**src/rtl/dmem_arbiter.sv**
```systemverilog
// dmem_arbiter: shares the data memory between the CPU MEM stage and a DMA/debug port.
// The CPU has priority until the DMA port has waited WAIT_LIMIT cycles; then the DMA port gets a bounded burst.
module dmem_arbiter #(
   parameter int WAIT_LIMIT = 4,
   parameter int BURST_MAX  = 4,
   parameter int CNT_W      = 3
) (
   input  logic        clk,
   input  logic        reset,
   input  logic        cpu_req,
   input  logic        cpu_we,
   input  logic [31:0] cpu_addr,
   input  logic [31:0] cpu_wdata,
   output logic [31:0] cpu_rdata,
   output logic        cpu_stall,
   input  logic        dma_req,
   input  logic        dma_we,
   input  logic [31:0] dma_addr,
   input  logic [31:0] dma_wdata,
   output logic        dma_ack,
   output logic [31:0] dma_rdata,
   output logic        dma_rvalid,
   output logic        dma_err,
   output logic        mem_read,
   output logic        mem_write,
   output logic [31:0] mem_addr,
   output logic [31:0] mem_wdata,
   input  logic [31:0] mem_rdata,
   output logic        dma_mode
);
   typedef enum logic {CPU_PRI, DMA_PRI} state_e;
   localparam logic [CNT_W-1:0] WAIT_LAST  = CNT_W'(WAIT_LIMIT - 1);
   localparam logic [CNT_W-1:0] BURST_LAST = CNT_W'(BURST_MAX - 1);
   state_e            state_q, state_d;
   logic [CNT_W-1:0]  wait_q, wait_d, burst_q, burst_d;
   logic [31:0]       dma_rdata_q, dma_rdata_d;
   logic              dma_rvalid_q, dma_rvalid_d, dma_err_q, dma_err_d;
   logic              cpu_grant, dma_grant, dma_mmio, dma_ram;
   // Reset blocks every grant so nothing reaches memory while it is held.
   assign dma_mmio  = dma_addr >= 32'h4000_0000;
   assign cpu_grant = ~reset & cpu_req & ((state_q == CPU_PRI) | ~dma_req);
   assign dma_grant = ~reset & dma_req & ~cpu_grant;
   assign dma_ram   = dma_grant & ~dma_mmio;
   assign cpu_stall = ~reset & cpu_req & ~cpu_grant;
   assign dma_ack   = dma_grant;
   assign cpu_rdata = (cpu_grant & ~cpu_we) ? mem_rdata : '0;
   assign mem_read  = (cpu_grant & ~cpu_we) | (dma_ram & ~dma_we);
   assign mem_write = (cpu_grant & cpu_we) | (dma_ram & dma_we);
   assign mem_addr  = cpu_grant ? cpu_addr : dma_ram ? dma_addr : '0;
   assign mem_wdata = cpu_grant ? cpu_wdata : dma_ram ? dma_wdata : '0;
   assign dma_mode   = state_q == DMA_PRI;
   assign dma_rdata  = dma_rdata_q;
   assign dma_rvalid = dma_rvalid_q;
   assign dma_err    = dma_err_q;
   always_comb begin
      state_d = state_q;
      wait_d  = '0;
      burst_d = burst_q;
      if (state_q == CPU_PRI) begin
         if (dma_req & ~dma_grant) begin
            wait_d  = (wait_q == WAIT_LAST) ? '0 : wait_q + 1'b1;
            state_d = (wait_q == WAIT_LAST) ? DMA_PRI : CPU_PRI;
         end
      end else if (~dma_req | (burst_q == BURST_LAST)) begin
         state_d = CPU_PRI;
         burst_d = '0;
      end else begin
         burst_d = burst_q + 1'b1;
      end
      dma_rvalid_d = dma_grant & (~dma_we | dma_mmio);
      dma_err_d    = dma_grant & dma_mmio;
      dma_rdata_d  = dma_rvalid_d ? (dma_mmio ? '0 : mem_rdata) : dma_rdata_q;
   end
   always_ff @(posedge clk or posedge reset) begin
      if (reset) begin
         state_q      <= CPU_PRI;
         wait_q       <= '0;
         burst_q      <= '0;
         dma_rdata_q  <= '0;
         dma_rvalid_q <= 1'b0;
         dma_err_q    <= 1'b0;
      end else begin
         state_q      <= state_d;
         wait_q       <= wait_d;
         burst_q      <= burst_d;
         dma_rdata_q  <= dma_rdata_d;
         dma_rvalid_q <= dma_rvalid_d;
         dma_err_q    <= dma_err_d;
      end
   end
endmodule

```
**config.mk**
```make
export PLATFORM = sky130hd
export DESIGN_NAME = dmem_arbiter
export DESIGN_NICKNAME = d
export VERILOG_FILES = /design/src/rtl/dmem_arbiter.sv
export SDC_FILE = /design/constraint.sdc
export NUM_CORES = 1
export LEC_CHECK = 0
export CORE_AREA = 2 2 117 119
export CTS_BUF_LIST = sky130_fd_sc_hd__clkbuf_8
export DETAILED_ROUTE_END_ITERATION = 8
export DIE_AREA = 0 0 119 121
export PLACE_DENSITY = 0.64
export SLEW_MARGIN = 20
export SYNTH_ARGS = -nofsm -noshare
export SYNTH_HDL_FRONTEND = slang
export SYNTH_SLANG_ARGS = --single-unit
```
**constraint.sdc**
```tcl
create_clock -name clk -period 4 [get_ports clk]
set_input_delay 0.4 -clock clk [delete_from_list [all_inputs] [get_ports clk]]
set_output_delay 0.4 -clock clk [all_outputs]
set_load 0.01 [all_outputs]
```
Yosys cells after proc, flatten, opt, wreduce, memory -nomap -nowiden
Cells that the tools add are included.

Equality and inequality tests: 2. Bitwise gates (word level): 26. Muxes and demuxes: 14. $add $sub $neg: 2. Order comparisons: 1.

Operators with widths (number): 32-bit 2-to-1 mux (6); 32-bit by 31-bit >= comparator with 1-bit output, second input constant (1); 1-bit AND (13); 3-bit 2-to-1 mux (4); 1-bit inverter (8); 3-bit by 1-bit adder with 3-bit output, second input constant (2); 3-bit by 2-bit == test with 1-bit output, second input constant (2); 1-bit bitwise OR (5); 1-bit 2-to-1 mux (4).

Output and inout bits: 135. Bits of input ports: 166. Register bits: 41.

Longest topological paths before layout
Depth after elaboration: 9. Mapped depth: 5. Mapped depth without buffers: 5.

Least setup slack after synthesis
Ideal clock, no wire load.

Path kind: flip-flop to output port. From: register state_q (netlist: dma_mode). To: output mem_addr[14]. Data arrival time: 1497 ps. Cell stages (with the launch flop): 6. Path buffers: 3. Path slack: 2103 ps. Path through: dfrtp_1 > buf_2 > a21oi_1 > clkbuf_1 > clkbuf_1 > a22o_1.

Word-level cells in the longest chain between the ends: 8.

RTL lines: start: declaration (RTL line 34) `state_e state_q, state_d;`; start signal: assignment (RTL line 83) `state_q <= state_d;`; 1-bit inverter *; 1-bit bitwise OR * (RTL line 41) `assign cpu_grant = ~reset & cpu_req & ((state_q == CPU_PRI) | ~dma_req);`; 1-bit AND * (RTL line 41); 1-bit inverter (RTL line 42) `assign dma_grant = ~reset & dma_req & ~cpu_grant;`; 1-bit AND (RTL line 42); 1-bit AND (RTL line 43) `assign dma_ram = dma_grant & ~dma_mmio;`; 32-bit 2-to-1 mux (RTL line 49) `assign mem_addr = cpu_grant ? cpu_addr : dma_ram ? dma_addr : '0;`; 32-bit 2-to-1 mux * (RTL line 49); end: declaration (RTL line 26) `output logic [31:0] mem_addr,`.

Mark *: on every way between the ends. The rest lies on a longest branch, timed or not.

Worst setup path after layout
From: input dma_req. To: output mem_addr[21].

Word-level cells in the longest chain between the ends: 8. Elaborated cells between the ends (all ways): 9. Those cells by class: mux (2); bitwise (7).

RTL lines: start: declaration (RTL line 16) `input logic dma_req,`; 1-bit inverter (RTL line 41); 1-bit bitwise OR (RTL line 41); 1-bit AND (RTL line 41); 1-bit inverter (RTL line 42); 1-bit AND (RTL line 42); 1-bit AND (RTL line 43); 32-bit 2-to-1 mux (RTL line 49); 32-bit 2-to-1 mux * (RTL line 49).

Marked as above.

==> flow_summary.toml <==
[status]
result_of_the_run = "finished, final reports clean"

[global_routing]
grt_antenna_before_repair = 1
global_route_wire_length_before_repair_um = 17350
grt_pass1_vias = 3118
grt_start_max_net_pins = 66
global_route.usage.total = 0.1513
globalRouteOverflowTotal = 0

[setup_path]
cp-end-kind = "primary output"
critical_path_class = "in -> out"
worst-path-buf-inv = 3
regToRegStartpoint = "dma_mode"
cp_data_arrival_time_ns = 2.66
regToRegEndpoint = "dma_rdata[20]"
ff2ff_path_depth = 3
r2r_slack_ns = 2.25
cp_top_family = "buffers and inverters"
worstPathMaxFanout = 39
worst_setup_path_start_kind = "primary input"
worst_path_largest_cell_delay_ns = 0.66
worst_ep_required_time_ns = 3.60
crit_path_frequent_cell = "sky130_fd_sc_hd__clkdlybuf4s50_1"
crit_path_top_delay_cell = "sky130_fd_sc_hd__clkdlybuf4s50_1"
critical_path.cell_chain = "clkdlybuf4s50_1, nand2b_4, nor4_4, buf_4, a22o_2, clkdlybuf4s50_1"

[yosys]
synth_largest_area_cell = "sky130_fd_sc_hd__dfrtp_1"
distinct_cell_type_count_after_synthesis = 30
synth_top_cells_by_count = "48 x sky130_fd_sc_hd__a22o_1, 47 x sky130_fd_sc_hd__a22o_2, 41 x sky130_fd_sc_hd__dfrtp_1"
most_common_flop_cell_mapped_by_yosys = "sky130_fd_sc_hd__dfrtp_1"
mappedNetlistArea_um2 = 2554
synthesis.yosys.warnings = 0
synth.top_cell.area_share = 0.4018
synth_enable_flop_cells = 0
yosys_register_bits = 41
synth_area_per_cell_um2 = 11.10
syn-instance-count = 230
yosysSeqAreaShare = 0.4018
top_count_cell_post_synth = "sky130_fd_sc_hd__a22o_1"
synth_async_sr_flop_share = 1.000
synth.net_count = 399
post_synth_main_area_contributors = "sky130_fd_sc_hd__dfrtp_1 40%, sky130_fd_sc_hd__a22o_2 18%, sky130_fd_sc_hd__a22o_1 16%, sky130_fd_sc_hd__and2_1 8.3%, sky130_fd_sc_hd__buf_6 2.6%"

[timing]
setup_tns_ns = 0
hold_slack_ns = 0.4144
finalWorstPathRequiredPeriod_ns = 3.062
final_slew_violations = 0
fmax_ghz = 0.3266
relSlewSlack = 0.5530
finalHoldViolCount = 0
rsz0062_at_grt = "no"
setup_violations = 0
layout_worst_path_cycle_share = 0.7655
clock-skew-final_ns = 0.003065
tightest_slew_ns = 0.6705

[clock_network]
post_cts_resize_count = 0
clk-insertion-delay-late_ns = 0.28
clock_tree_from_tritoncts = "done"
clock_path_buffers = 2
cts_inserted_buffers = 5
clock_tree_root = "sky130_fd_sc_hd__clkbuf_8"
cts.clk_slew.worst_paths_ns = 0.07
hold_buffers = 0
clock_sink_count = 41
post-cts-setup-buffer-count = 0
clock_tree.htree_level_count = 2

[die]
die_y_extent_um = 121
fp.coreArea_um2 = 13090
num_rows = 42
floorplan.die.width_um = 119
starting_density_of_the_core = 0.1952
top_level_ports = 301
design.die.area_um2 = 14400

[flow_run]
max_cap_viol_count = 0

[pwr]
power_density_nw_per_um2 = 217.3
static-leakage-power_nw = 2.356
worst_ir_drop_vdd_uv = 133.7

[drt]
via_count = 3101
detailedRoute.firstIterationViolations = 126
final_antenna_net_count = 0
drt_pre_antenna_iters = 4
drcViolationCount = 0
mean_routed_wirelength_per_cell_um = 17.03
drt_wl_total_um = 11850
routed_via_density = 4.455

[final_layout]
drive_gt1_frac = 0.1327
areaGrowthSynthToFinish_pct = 127.1
seqCellArea_um2 = 1026
antenna_diode_count = 0
multiInputGateArea_um2 = 1388
num-fill-cells = 1230
finalNetCount = 689

[min_path]
worst_min_delay_path_class = "in -> async"

[placement]
portBuffers = 300
dpl.hpwl_um = 9605
gp_congestion = 0.7575
metal layers:
| layer | part of all wire | vias up | wire [um] | track usage |
|---|---|---|---|---|
| li1 | - | 1464 | - | - |
| met1 | 0.40 | 1490 | 4762 | 0.1867 |
| met2 | 0.52 | 139 | 6146 | 0.2716 |
| met3 | 0.070 | 8 | 824 | 0.03242 |
| met4 | 0.010 | 0 | 119 | 0.03051 |
| met5 | 0 | - | 0 | 0 |
cells by family after synthesis:
family                   Yosys count  share of synthesized area
multiplexers                       1                   0.003920
AND/OR/NAND/NOR                   57                     0.1519
AO/OA/AOI/OAI                    101                     0.3665
buffers and inverters             27                    0.06124
flip-flops                        41                     0.4018
adder cells (fa/ha/maj)            3                    0.01470
layout by cell type (no fill, tap or decap):
master,count
sky130_fd_sc_hd__nor4b_4,1
sky130_fd_sc_hd__nor2_1,4
sky130_fd_sc_hd__a211o_2,1
sky130_fd_sc_hd__clkinv_2,1
sky130_fd_sc_hd__o211ai_1,1
sky130_fd_sc_hd__a22o_2,47
sky130_fd_sc_hd__nand2b_4,1
sky130_fd_sc_hd__nor2b_1,1
sky130_fd_sc_hd__nand2b_1,3
sky130_fd_sc_hd__nor3b_2,1
sky130_fd_sc_hd__a21oi_4,1
sky130_fd_sc_hd__or2b_1,1
sky130_fd_sc_hd__nor4_1,1
sky130_fd_sc_hd__inv_1,4
sky130_fd_sc_hd__a22o_1,48
sky130_fd_sc_hd__clkdlybuf4s50_1,300
sky130_fd_sc_hd__nor3_1,1
sky130_fd_sc_hd__clkbuf_8,5
sky130_fd_sc_hd__mux2i_1,1
sky130_fd_sc_hd__o2bb2ai_1,1
sky130_fd_sc_hd__nor4_4,1
sky130_fd_sc_hd__bufinv_16,1
sky130_fd_sc_hd__ha_1,3
sky130_fd_sc_hd__a21boi_0,1
sky130_fd_sc_hd__nor2b_2,1
sky130_fd_sc_hd__nand2_1,3
sky130_fd_sc_hd__nor4b_1,2
sky130_fd_sc_hd__dfrtp_1,41
sky130_fd_sc_hd__buf_4,6
sky130_fd_sc_hd__o22ai_1,1
sky130_fd_sc_hd__and2_1,34
sky130_fd_sc_hd__or2_2,2
area by class of cell:
type                            count  area share
Clock buffer                        5     0.01186
Clock inverter                      2    0.006040
Sequential cell                    41      0.1769
Tap cell                          176     0.03796
Timing Repair Buffer              306      0.5255
Inverter                            4    0.002588
Multi-Input combinational cell    162      0.2392
worst max-delay path by stage:
stage	start	endpoint	slack, ns	cells past startpoint
detailed placement	dma_req	mem_wdata[27]	0.94	6
global route	dma_req	mem_addr[21]	0.79	6
global placement	dma_req	mem_wdata[3]	1.0	6
CTS	dma_req	mem_wdata[27]	0.94	6
floorplan	dma_mode	mem_addr[14]	2.10	5
finish	dma_req	mem_addr[21]	0.94	6
worst register-to-register path, delay by kind of cell (launching register included):
family | cells | cell delay, ns
DFF | 1 | 0.56
AOI/OAI and AO/OA | 2 | 0.92
and+or+nand+nor | 1 | 0.16
report_power, final:
group	switching, W	total [W]	internal [W]	leakage, nW
Combinational	0.000160	0.000476	0.000316	1.74
Sequential	0.0000210	0.000472	0.000451	0.559
Clock	0.000132	0.000313	0.000181	0.0540
registers in the layout, summed over array words and instances, names as in the netlist:
name / count
dma_mode: 1
dma_err: 1
wait_q: 3
dma_rdata: 32
burst_q: 3
dma_rvalid: 1
through the flow:
stage / instances / area, um^2 / worst slack (ns) / utilization / total power (W)
after floorplan: 230 / 2554 / 2.103 / - / 0.0006338
after global placement: 689 / 5697 / 0.9984 / 0.4354 / 0.0009522
after detailed placement: 689 / 5697 / 0.9450 / 0.4354 / 0.0009594
after CTS: 696 / 5801 / 0.9387 / 0.4433 / 0.001284
after global routing: 696 / 5801 / 0.7933 / 0.4433 / 0.001325
final: 696 / 5801 / 0.9382 / 0.4433 / 0.001261
No activity file was read; power rests on OpenSTA's default activity.
